==> src/rtl/huff_pkg.sv <==
// Shared constants and FSM state type for the Huffman encoder.
// SRAM layout: code lengths at LEN_BASE+sym, MSB-aligned code bits at CODE_BASE+sym.
package huff_pkg;

  typedef enum logic [3:0] {
    S_IDLE,
    S_WAIT_IN,
    S_RD_LEN,
    S_WAIT_LEN,
    S_GET_LEN,
    S_RD_CODE,
    S_WAIT_CODE,
    S_GET_CODE,
    S_EMIT,
    S_FLUSH,
    S_DONE
  } he_state_t;

  localparam logic [9:0] LEN_BASE  = 10'd0;
  localparam logic [9:0] CODE_BASE = 10'd128;
  localparam logic [9:0] TREE_BASE = 10'd256;

  localparam int MAX_CODE_LEN = 8;
  localparam int PAD_W        = 3;

endpackage

==> src/rtl/bit_packer.sv <==
// MSB-first bit accumulator: ORs a masked variable-length code below the bits
// already held and hands out the top byte on request.
module bit_packer (
  input  logic       clk,
  input  logic       n_rst,
  input  logic       load,
  input  logic [7:0] code,
  input  logic [3:0] len,
  input  logic       pop,
  input  logic       clear,
  output logic [7:0] byte_out,
  output logic [3:0] bitcnt,
  output logic       have_byte
);

  logic [15:0] r_acc;
  logic [3:0]  r_bitcnt;
  logic [7:0]  w_mask;
  logic [15:0] w_shifted;

  // Only the top len bits of the code word are meaningful.
  assign w_mask    = ~(8'hFF >> len);
  assign w_shifted = {code & w_mask, 8'h00} >> r_bitcnt;

  always_ff @(posedge clk or negedge n_rst) begin
    if (!n_rst) begin
      r_acc    <= '0;
      r_bitcnt <= '0;
    end else if (clear) begin
      r_acc    <= '0;
      r_bitcnt <= '0;
    end else if (load) begin
      r_acc    <= r_acc | w_shifted;
      r_bitcnt <= r_bitcnt + len;
    end else if (pop) begin
      r_acc    <= {r_acc[7:0], 8'h00};
      r_bitcnt <= r_bitcnt - 4'd8;
    end
  end

  assign byte_out  = r_acc[15:8];
  assign bitcnt    = r_bitcnt;
  assign have_byte = (r_bitcnt >= 4'd8);

endmodule

==> src/rtl/huffman_encode.sv <==
// Huffman encoder: looks up length/code per symbol in SRAM and packs codes into bytes.
// Define HUFF_LEN_CHECK_EN to flag and drop symbols whose code length is 0 or above 8.
module huffman_encode
  import huff_pkg::*;
(
  input  logic             clk,
  input  logic             n_rst,
  input  logic             HE_start,
  input  logic             in_valid,
  input  logic [7:0]       in_data,
  input  logic             in_last,
  output logic             in_ready,
  input  logic [7:0]       SR_data,
  output logic [9:0]       HE_addr,
  output logic             HE_R,
  output logic             out_valid,
  output logic [7:0]       out_data,
  output logic             out_last,
  output logic [PAD_W-1:0] out_pad,
  input  logic             out_ready,
  output logic             HE_done,
  output logic             HE_err
);

  he_state_t        r_state;
  logic [7:0]       r_sym;
  logic             r_last;
  logic [3:0]       r_len;
  logic [9:0]       r_addr;
  logic             r_rd;
  logic             r_in_ready;
  logic             r_out_valid;
  logic             r_out_last;
  logic [PAD_W-1:0] r_out_pad;
  logic             r_done;

  logic [7:0] w_byte;
  logic [3:0] w_bitcnt;
  logic       w_have_byte;
  logic       w_load;
  logic       w_pop;
  logic       w_clear;
  logic [4:0] w_sum;

`ifdef HUFF_LEN_CHECK_EN
  logic r_err;
  logic w_len_bad;
  assign w_len_bad = (SR_data[3:0] == 4'd0) || (SR_data[3:0] > 4'(MAX_CODE_LEN));
  assign HE_err    = r_err;
`else
  assign HE_err = 1'b0;
`endif

  assign w_clear = (r_state == S_IDLE) && HE_start;
  assign w_load  = (r_state == S_GET_CODE);
  assign w_pop   = (r_state == S_EMIT) && out_ready && w_have_byte;
  // Bit count after the pending load, widened so the EMIT decision never wraps.
  assign w_sum   = {1'b0, w_bitcnt} + {1'b0, r_len};

  bit_packer u_packer (
    .clk       (clk),
    .n_rst     (n_rst),
    .load      (w_load),
    .code      (SR_data),
    .len       (r_len),
    .pop       (w_pop),
    .clear     (w_clear),
    .byte_out  (w_byte),
    .bitcnt    (w_bitcnt),
    .have_byte (w_have_byte)
  );

  always_ff @(posedge clk or negedge n_rst) begin
    if (!n_rst) begin
      r_state     <= S_IDLE;
      r_sym       <= '0;
      r_last      <= 1'b0;
      r_len       <= '0;
      r_addr      <= '0;
      r_rd        <= 1'b0;
      r_in_ready  <= 1'b0;
      r_out_valid <= 1'b0;
      r_out_last  <= 1'b0;
      r_out_pad   <= '0;
      r_done      <= 1'b0;
`ifdef HUFF_LEN_CHECK_EN
      r_err       <= 1'b0;
`endif
    end else begin
      r_done <= 1'b0;
      case (r_state)
        S_IDLE: begin
          if (HE_start) begin
            r_state    <= S_WAIT_IN;
            r_in_ready <= 1'b1;
`ifdef HUFF_LEN_CHECK_EN
            r_err      <= 1'b0;
`endif
          end
        end
        S_WAIT_IN: begin
          if (in_valid) begin
            r_sym      <= in_data;
            r_last     <= in_last;
            r_in_ready <= 1'b0;
            r_state    <= S_RD_LEN;
          end
        end
        S_RD_LEN: begin
          r_addr  <= LEN_BASE + {2'b00, r_sym};
          r_rd    <= 1'b1;
          r_state <= S_WAIT_LEN;
        end
        S_WAIT_LEN: r_state <= S_GET_LEN;
        S_GET_LEN: begin
          r_addr <= '0;
          r_rd   <= 1'b0;
`ifdef HUFF_LEN_CHECK_EN
          if (w_len_bad) begin
            r_err <= 1'b1;
            if (r_last) begin
              r_state <= S_FLUSH;
            end else begin
              r_state    <= S_WAIT_IN;
              r_in_ready <= 1'b1;
            end
          end else begin
            r_len   <= SR_data[3:0];
            r_state <= S_RD_CODE;
          end
`else
          r_len   <= SR_data[3:0];
          r_state <= S_RD_CODE;
`endif
        end
        S_RD_CODE: begin
          r_addr  <= CODE_BASE + {2'b00, r_sym};
          r_rd    <= 1'b1;
          r_state <= S_WAIT_CODE;
        end
        S_WAIT_CODE: r_state <= S_GET_CODE;
        S_GET_CODE: begin
          r_addr <= '0;
          r_rd   <= 1'b0;
          if (w_sum >= 5'd8) begin
            r_state     <= S_EMIT;
            r_out_valid <= 1'b1;
            r_out_last  <= r_last && (w_sum == 5'd8);
            r_out_pad   <= '0;
          end else if (r_last) begin
            r_state <= S_FLUSH;
          end else begin
            r_state    <= S_WAIT_IN;
            r_in_ready <= 1'b1;
          end
        end
        S_EMIT: begin
          if (w_pop) begin
            r_out_valid <= 1'b0;
            r_out_last  <= 1'b0;
            if (r_out_last) begin
              r_state <= S_DONE;
              r_done  <= 1'b1;
            end else if (r_last) begin
              r_state <= S_FLUSH;
            end else begin
              r_state    <= S_WAIT_IN;
              r_in_ready <= 1'b1;
            end
          end
        end
        // First FLUSH cycle decides whether a padded tail byte exists.
        S_FLUSH: begin
          if (!r_out_valid) begin
            if (w_bitcnt == 4'd0) begin
              r_state <= S_DONE;
              r_done  <= 1'b1;
            end else begin
              r_out_valid <= 1'b1;
              r_out_last  <= 1'b1;
              r_out_pad   <= PAD_W'(4'd8 - w_bitcnt);
            end
          end else if (out_ready) begin
            r_out_valid <= 1'b0;
            r_out_last  <= 1'b0;
            r_out_pad   <= '0;
            r_state     <= S_DONE;
            r_done      <= 1'b1;
          end
        end
        S_DONE:  r_state <= S_IDLE;
        default: r_state <= S_IDLE;
      endcase
    end
  end

  assign in_ready  = r_in_ready;
  assign HE_addr   = r_addr;
  assign HE_R      = r_rd;
  assign out_valid = r_out_valid;
  assign out_data  = w_byte;
  assign out_last  = r_out_last;
  assign out_pad   = r_out_pad;
  assign HE_done   = r_done;

endmodule

==> config.mk <==
export PLATFORM = sky130hd
export DESIGN_NAME = huffman_encode
export DESIGN_NICKNAME = d
export VERILOG_FILES = /design/src/rtl/huff_pkg.sv /design/src/rtl/bit_packer.sv /design/src/rtl/huffman_encode.sv
export SDC_FILE = /design/constraint.sdc
export NUM_CORES = 1
export LEC_CHECK = 0
export CORE_MARGIN = 2
export CORE_UTILIZATION = 47
export DETAILED_ROUTE_END_ITERATION = 8
export HOLD_SLACK_MARGIN = 0.05
export PLACE_DENSITY = 0.7
export SLEW_MARGIN = 25
export SYNTH_ARGS = -nofsm -noshare
export SYNTH_HDL_FRONTEND = slang
export SYNTH_SLANG_ARGS = --single-unit
==> constraint.sdc <==
create_clock -name clk -period 3.55 [get_ports clk]
set_input_delay 0.5325 -clock clk [delete_from_list [all_inputs] [get_ports clk]]
set_output_delay 0.5325 -clock clk [all_outputs]
set_load 0.005 [all_outputs]
-- Yosys cells after proc, flatten, opt, wreduce, memory -nomap -nowiden
Cells that the tools add are included.
W data, S select, Z words.
- flip-flop bits (word level): 55
- output and inout bits: 27
- word-level logic and storage cells: 111
- add/subtract/negate cells: 5
- magnitude comparators: 2
- eq/ne operators: 19
- shift operators: 2
- mux-type cells: 47
- bitwise logic cells: 3
- reductions and logical operators: 20
- operators by type and width (operator ; count):
    $mux W16 ; 3
    $mux W4 ; 12
    $pmux W4 S10 ; 1
    $pmux W10 S3 ; 1
    $mux W1 ; 20
    $eq A4 B3 Y1 const B ; 4
    $or A16 B16 Y16 ; 1
    $shr A16 B4 Y16 ; 1
    $mux W3 ; 4
    $ne A2 B2 Y1 const B ; 5
    $reduce_and A5 Y1 ; 2
    $add A8 B8 Y9 const A ; 1
    $ne A3 B3 Y1 const B ; 3
    $reduce_bool A3 Y1 ; 3
    $and A8 B8 Y8 ; 1
    $eq A4 B2 Y1 const B ; 2
    $eq A4 B4 Y1 const B ; 2
    $logic_not A4 Y1 ; 2
    $not A8 Y8 ; 1
    $shr A8 B4 Y8 const A ; 1
    $pmux W1 S3 ; 2
    $pmux W3 S2 ; 1
    $reduce_and A6 Y1 ; 1
    $add A4 B4 Y5 ; 1
    17 further kinds ; 23

-- Depth between registers and ports, before layout
Gate-level depths: netlist of run 1.
- depth in word-level cells: 7
- gate-level depth with buffers: 8

-- Cells and area by module
From an unflattened synthesis of run 1, not the netlist that was laid out.
- cells, all modules: 367
- area, all modules: 3505.9 µm²
- by module, submodules not included (module ; times used ; cells an instance ; area an instance (µm²) ; seq. area each (µm²)):
    huffman_encode ; 1 ; 173 ; 1879.3 ; 850.8
    bit_packer ; 1 ; 194 ; 1626.6 ; 500.5

-- Worst setup path before layout of run 1
OpenSTA, ideal clock, no wires.
- path kind: register to register
- from: register u_packer.r_bitcnt[1] (netlist: u_packer.bitcnt[1])
- to: register r_state[0]
- library setup time: 99 ps
- arrival time: 2069 ps
- slack: 1381 ps
- stages on the path, launching flop included: 9
- path buffers: 1
- cell sequence: dfrtp_1 clkbuf_1 inv_1 ha_1 nor4b_1 a21oi_1 a221oi_1 a21oi_1 a311oi_1
- word-level cells in the longest chain between the ends: 4
- elaborated cells on any way between the ends: 10
- classes of those cells: add/sub (1); order compare (2); eq/ne (2); mux (2); reduce/logical (3)
- ends and longest elaborated chain (what ; RTL line ; source):
    from (decl) ; bit_packer.sv:17 ; logic [3:0] r_bitcnt;
    from (signal assigned) ; bit_packer.sv:34 ; r_bitcnt <= r_bitcnt + len;
    from (signal assigned) ; bit_packer.sv:37 ; r_bitcnt <= r_bitcnt - 4'd8;
    $add A4 B4 Y5 or $ge A4 B4 Y1 (tied branches) ; huffman_encode.sv:58, bit_packer.sv:43 ;
    $ge A5 B4 Y1 or $logic_and A1 B1 Y1 (tied branches) ; huffman_encode.sv:145, huffman_encode.sv:56 ;
    $mux W4 or $ne A2 B1 Y1 (tied branches) ; n/a ;
    $pmux W4 S10 or $reduce_and A5 Y1 (tied branches) ; n/a ;
    to (signal assigned) ; huffman_encode.sv:94 ; r_state <= S_WAIT_IN;
    to (signal assigned) ; huffman_encode.sv:146 ; r_state <= S_EMIT;
    to (signal assigned) ; huffman_encode.sv:151 ; r_state <= S_FLUSH;
    to (decl) ; huffman_encode.sv:25 ; he_state_t r_state;
Parallel ways exist; a longest one is shown, timed or not.
A chain may end at the register's enable or synchronous reset.

-- Final worst setup path of run 1
- from: register u_packer.r_bitcnt[1] (netlist: u_packer.bitcnt[1])
- to: register r_out_pad[0] (netlist: out_pad[0])
- word-level cells in the longest chain between the ends: 4
- elaborated cells on any way between the ends: 6
- classes of those cells: add/sub (1); order compare (1); eq/ne (2); reduce/logical (2)
- ends and longest elaborated chain (what ; RTL line ; source):
    $add A4 B4 Y5 ; huffman_encode.sv:58 ; assign w_sum = {1'b0, w_bitcnt} + {1'b0, r_len};
    $ge A5 B4 Y1 ; huffman_encode.sv:145 ; if (w_sum >= 5'd8) begin
    $ne A2 B2 Y1 (no source line) ; n/a ;
    $reduce_and A4 Y1 (no source line) (*) ; n/a ;
    to (signal assigned) ; huffman_encode.sv:181 ; r_out_pad <= PAD_W'(4'd8 - w_bitcnt);
    to (decl) ; huffman_encode.sv:34 ; logic [PAD_W-1:0] r_out_pad;
Mark *: on every way between the ends. The rest lies on a longest branch, timed or not.

==> reports/metrics.csv, run 1 <==
metric;value;unit
drt first pass iters;5;
sequential share of power;35.7;%
antenna violations before repair;0;
Slew headroom;39.3;%
Critical R2R Launch;u_packer.bitcnt[1];
Placed Cells;492;
grt total ovfl;0;
final setup fails;0;
vias;3106;
Switch Pwr;1520;uW
CP max stage delay;0.76;ns
DIE WIDTH;89.6;um
Syn Area/Cell;9.28;um^2
outcome;completed;
max cap viols;0;
largest net degree at the start of global routing;39;
period utilisation layout;76.4;%
Global Route Usage Sum;23.0;%
Achievable Freq;369;MHz
Synth Register Bits;54;
CTS Buffer Depth;2;
Worst Skew;0.00333;ns
leakage power;0.00161;uW
Logic pwr share;53.2;%
htree depth;2;
Final Hold Fails;0;
area grow syn2layout;17.0;%
class of the worst hold path;primary input to async pin;
Peak VDD IR;0.329;mV
drt initial violations;213;
register area;1350;um^2
Pint;1990;uW
share of layout cells above drive strength 1;10.5;%
final std cells w/o fill;500;
CP max stage cell;dfrtp_1;
hold_buf cts;0;
Clk pwr share;11.1;%
Filler Cell Count;653;
Avg WL per Cell;17.5;um
Starting Density;48.0;%
IO Pins;49;
Die Span Y;89.6;um
first-pass GRT wire length;14.4;mm
reg-to-reg critical path endpoint;out_pad[0];
DRT Wirelength;8.73;mm
fin. max-slew vios;0;
ys async rst share;100;%
Reg2Reg Setup Slack;0.84;ns
vias per cell;6.21;
core area;7180;um^2
number of global-route vias before repair;2847;
CP Data Arrival Time;2.92;ns
total of warnings raised by yosys;0;
final worst path period need;2.71;ns
TritonCTS Sinks;54;
WP data required;3.76;ns
TritonCTS buffer count;5;
top_reg_cell synth;dfrtp_1;
setup TNS;0;ns
post-DP HPWL;6.34;mm
CTS tree;done;
crit start category;flip-flop;
Worst-Margin Slew;0.911;ns
switch share;43.3;%
RSZ-0062 raised after global routing;no;
DRC Markers;0;
Root Driver;clkbuf_8;
placer congestion estimate;0.927;
Final ANT Viol Nets;0;
antenna diode count;0;
Post-Synthesis Cell Area;3440;um^2
reg2reg path depth;6;
Die ar.;8030;um^2
IO Port Bufs;46;
cells along the critical path;ha_1 > a21o_1 > a21oi_1 > mux2i_1 > and3_1 > mux2_2;
Post-CTS Resized;0;
CTS clk-pin slew, worst paths;0.10;ns
nets;428;
Skew-Pair Late Insertion Delay;0.31;ns
std cell rows;31;
Critical Path Fanout Max;21;
Multi-input gate area;1890;um^2
Setup Buffers After CTS;0;
final core occ;56.2;%
EDFF count, synth;0;
Synth cell types;64;
Worst Setup Path Type;flip-flop to flip-flop;
sequential-to-total area share from yosys stat;39.2;%
PD cells;871;nW/um^2
Setup crit end kind;flip-flop;
Synth Instances;371;
==> registers in the layout, summed over array words and instances (netlist names) <==
signal and flops:
r_last 1, u_packer.r_acc 16, r_state 4, u_packer.bitcnt 4, HE_done 1, HE_R 1, out_pad 3, in_ready 1
out_last 1, r_sym 8, out_valid 1, r_len 4, HE_addr 9
==> cells in the final DEF (no fill, tap or decap), types with 7 or more instances in the layout <==
cell type | Yosys | routed
a221o_1 | 8 | 8
o21a_1 | 9 | 9
a22o_1 | 12 | 12
buf_4 | 10 | 9
a211oi_1 | 7 | 7
mux2_2 | 18 | 18
nor3_1 | 11 | 11
dfrtp_1 | 54 | 54
nand2b_1 | 7 | 7
nor2_1 | 27 | 27
a21oi_1 | 14 | 14
clkbuf_8 | 0 | 7
a22oi_1 | 12 | 12
inv_1 | 9 | 9
o21ai_0 | 14 | 14
clkdlybuf4s50_1 | 0 | 45
nand3_1 | 9 | 9
nand2_1 | 30 | 30
==> layer usage <==
metal  track usage (%)  wire length [um]  part of all wire [%]  up-vias
li1                  -                 -                     -     1468
met1              33.3              4070                    47     1522
met2              35.8              4240                    49      109
met5                 0                 0                     0        -
met4              5.70                59                  0.68        0
met3              4.02               360                   4.1        7
==> per-stage QoR <==
stage               instance area [um^2]  hold slack, ns  power, uW  worst slack (ns)
finish                              4030           0.338       3510             0.837
global route                        4030           0.412       3810             0.638
detailed placement                  3930           0.479       3120             0.864
global placement                    3930           0.482       3080             0.935
CTS                                 4030           0.376       3510             0.855
floorplan                           3450           0.237       2530              1.38
==> logic make-up (layout without fill, tap and decap cells) <==
logic type | count (synthesis) | count (layout) | share of synthesized area [%]
AOI/OAI and AO/OA | 128 | 128 | 28.0
muxes | 22 | 22 | 7.05
DFF | 54 | 54 | 39.2
buffers and inverters | 43 | 72 | 5.88
other | 1 | 2 | 0.109
adders and majority gates | 6 | 6 | 2.40
and+or+nand+nor | 115 | 115 | 16.8
xor gates and xnor gates | 2 | 2 | 0.509
==> Yosys cell counts (4+ instances only) <==
cell	number	share of area, %
o22ai_1	5	0.91
nand3_1	9	1.3
a32oi_1	4	1.0
and2_1	4	0.73
mux2_2	18	5.9
o21a_1	9	2.0
o221ai_1	5	1.3
ha_1	5	1.8
a211oi_1	7	1.5
a21oi_1	14	2.0
nand2_1	30	3.3
o21ai_0	14	2.0
buf_4	10	2.2
nor3_1	11	1.6
nand4_1	5	0.91
mux2i_1	4	1.2
dfrtp_1	54	39
nor4b_1	4	1.0
inv_1	9	0.98
nand2b_1	7	1.3
a221o_1	8	2.3
a22oi_1	12	2.6
nor2_1	27	2.9
a22o_1	12	3.1
clkbuf_1	18	2.0
==> area by class of cell <==
class,instances,area share (%)
multi-input cells,275,47.0
inverters,9,0.838
well taps,99,3.07
clock inverters,1,0.217
repair buffers,55,13.0
clock buffers,7,2.39
flip-flops and latches,54,33.5
==> how the worst max path moves through the flow <==
stage,start,to,slack [ns],cells after the start
5_1_grt,u_packer.bitcnt[1],r_state[0],0.64,7
3_3_place_gp,u_packer.bitcnt[1],out_pad[0],0.93,6
3_5_place_dp,u_packer.bitcnt[1],out_pad[0],0.86,6
2_1_floorplan,u_packer.bitcnt[1],r_state[0],1.38,8
4_1_cts,u_packer.bitcnt[1],out_pad[0],0.86,6
6_report,u_packer.bitcnt[1],out_pad[0],0.84,6
==> power by group through the flow <==
| stage | clock network, uW | registers (uW) | logic, uW |
|---|---|---|---|
| 2_1_floorplan | 0 | 1070 | 1460 |
| 3_3_place_gp | 0 | 1250 | 1830 |
| 3_5_place_dp | 0 | 1260 | 1860 |
| 4_1_cts | 399 | 1250 | 1870 |
| 5_1_grt | 429 | 1300 | 2080 |
| 6_report | 390 | 1260 | 1870 |
==> worst max-delay path: cells and delay by family (launching register included) <==
kind	cells	cell delay, ns
DFF	1	0.76
and+or+nand+nor	1	0.28
AOI/OAI and AO/OA	2	0.49
muxes	2	0.73
adders and majority gates	1	0.35
No activity file was read; power rests on OpenSTA's default activity.
==> inputs of run 2 (changes only) <==
Settings changed: PLACE_DENSITY 0.7 to 0.73.
Clock period 3.55 ns to 2.3 ns, I/O delays scaled along.
==> run 2 against run 1 <==
- routed wire length rose by 1.9%
- worst setup slack worse by 0.71 ns
- sequential power increased by 37%
- critical path depth is the same
- die area unchanged
- clock skew hardly changed
- fmax grew 25%
- first-iteration DRC count is 21% lower
- cell count is 4.6% higher
- critical path type unchanged
- highest routed layer unchanged
==> reports/metrics.csv, run 2 (synthesis results as in run 1) <==
metric;value;unit;change
Worst Skew;0.00360;ns;+0.000272 ns
DRC Markers;0;;unchanged
IO Port Bufs;46;;unchanged
crit start category;flip-flop;;
cells along the critical path;ha_1 > fa_1 > a2111oi_1 > mux2i_1 > and3_1 > mux2_2;;
PD cells;1340;nW/um^2;+54%
final std cells w/o fill;523;;+4.6%
most frequent cells in the layout;dfrtp_1, clkdlybuf4s50_1, buf_4;;
Final ANT Viol Nets;0;;unchanged
worst hold slack;0.133;ns;-0.205 ns
Cell Area, Placed;4100;um^2;+4.4%
antenna violations before repair;0;;unchanged
core area;7180;um^2;unchanged
number of global-route vias before repair;3025;;+6.3%
Critical Path Fanout Max;4;;-81%
Largest register FFs;16;;unchanged
Die ar.;8030;um^2;unchanged
Placed Cells;515;;+4.7%
area grow syn2layout;22.3;%;
final core occ;58.7;%;+2.5 points
CTS Buffer Depth;2;;unchanged
grt total ovfl;0;;unchanged
met3 WL post-DR;508;um;+41%
Metal-1 WL;4.01;mm;-1.5%
drt first pass iters;4;;-1
largest net degree at the start of global routing;55;;+41%
Global Route Usage Sum;23.4;%;+0.45 points
Reg2Reg Setup Slack;0.12;ns;-0.71 ns
std cell rows;31;;unchanged
DRT Wirelength;8.89;mm;+1.9%
placer congestion estimate;0.903;;-2.6%
final instance area;4210;um^2;+4.5%
Setup crit end kind;flip-flop;;
post-DP HPWL;6.37;mm;+0.46%
Slew headroom;49.5;%;+10 points
outcome;completed;;
Root Driver;clkbuf_8;;
Peak VDD IR;0.679;mV;+110%
Starting Density;48.0;%;unchanged
max cap viols;0;;unchanged
share of layout cells above drive strength 1;16.0;%;+5.6 points
Avg WL per Cell;17.0;um;-2.6%
Skew-Pair Late Insertion Delay;0.32;ns;about the same
drt initial violations;168;;-21%
RSZ-0062 raised after global routing;no;;
IO Pins;49;;unchanged
family with the most delay on the worst path;adder cells;;
switch share;43.1;%;-0.20 points
Final Hold Fails;0;;unchanged
WP buf/inv;0;;unchanged
sequential share of power;30.6;%;-5.1 points
period utilisation layout;94.7;%;+18 points
final setup fails;0;;unchanged
reg2reg path depth;6;;unchanged
leakage power;0.00172;uW;+6.9%
final worst path period need;2.18;ns;-0.535 ns
Pint;3220;uW;+62%
TritonCTS buffer count;5;;unchanged
CP max stage delay;0.44;ns;-0.32 ns
CP max stage cell;dfrtp_1;;
Worst Setup Path Type;flip-flop to flip-flop;;
Clk pwr share;10.3;%;-0.8 points
vias;3214;;+3.5%
setup TNS;0;ns;unchanged
top sig layer;met4;;
Levels on crit path;6;;unchanged
routed wl met2;4.22;mm;-0.50%
CTS tree;done;;
htree depth;2;;unchanged
antenna diode count;0;;unchanged
most common cell after layout, fill and taps aside;dfrtp_1;;
largest reg by FF count;u_packer.r_acc;;
Setup Buffers After CTS;0;;unchanged
CP Data Arrival Time;2.40;ns;-0.52 ns
Die Span Y;89.6;um;unchanged
WP data required;2.52;ns;-1.24 ns
TritonCTS Sinks;54;;unchanged
CTS clk-pin slew, worst paths;0.11;ns;about the same
Logic pwr share;59.0;%;+5.8 points
fin. max-slew vios;0;;unchanged
class of the worst hold path;primary input to async pin;;
nets;451;;+5.4%
DIE WIDTH;89.6;um;unchanged
first-pass GRT wire length;14.7;mm;+2.0%
Switch Pwr;2440;uW;+60%
Worst-Margin Slew;0.756;ns;-0.155 ns
vias per cell;6.15;;-1.1%
Achievable Freq;459;MHz;+25%
## run 2: final timing paths
| check | start | to |
|---|---|---|
| worst max-delay path | u_packer.bitcnt[0] | out_pad[0] |
| worst min-delay path | n_rst | u_packer.r_acc[0] |
| worst max register to register | u_packer.bitcnt[0] | out_pad[0] |
| worst min register to register | u_packer.r_acc[1] | u_packer.r_acc[1] |
| max in group asynchronous | n_rst | u_packer.bitcnt[1] |
| min in group clk | u_packer.r_acc[1] | u_packer.r_acc[1] |
## run 2: power by group through the flow
stage / clock (uW) / combinational [uW] / sequential, uW
floorplan: 0 / 2250 / 1650
global placement: 0 / 3210 / 1730
detailed placement: 0 / 3280 / 1750
CTS: 597 / 3300 / 1730
global route: 639 / 3690 / 1790
finish: 584 / 3340 / 1730
## run 2: per-stage QoR
step | setup WS (ns) | power, uW
3_3_place_gp | 0.0509 | 4940
2_1_floorplan | 0.131 | 3900
6_report | 0.122 | 5660
4_1_cts | 0.0724 | 5620
3_5_place_dp | -0.0358 | 5030
5_1_grt | 0.00594 | 6130
## run 2: layer usage
layer,vias to the layer above,track usage (%)
li1,1517,-
met4,0,7.33
met2,115,37.7
met3,14,3.56
met5,-,0
met1,1568,32.7
## run 2: timing repair
item	4_1_cts	5_1_grt
hold buffers	0	0
setup endpoints to repair	0	4
resized for setup	0	4
## run 2: worst reg2reg max path: cells and delay by family (launching register included)
kind                       cells  cell delay, ns
AOI/OAI and AO/OA              1            0.36
adders and majority gates      2            0.61
DFF                            1            0.44
muxes                          2            0.46
and+or+nand+nor                1            0.22
## run 2: layout make-up
cell class / count / area (um^2)
tap: 99 / 124
fill: 651 / 2960
clock buffer: 5 / 68.8
clock inverter: 3 / 28.8
timing repair buffer: 78 / 696
sequential: 54 / 1350
inverter: 9 / 33.8
multi-input combinational: 275 / 1910
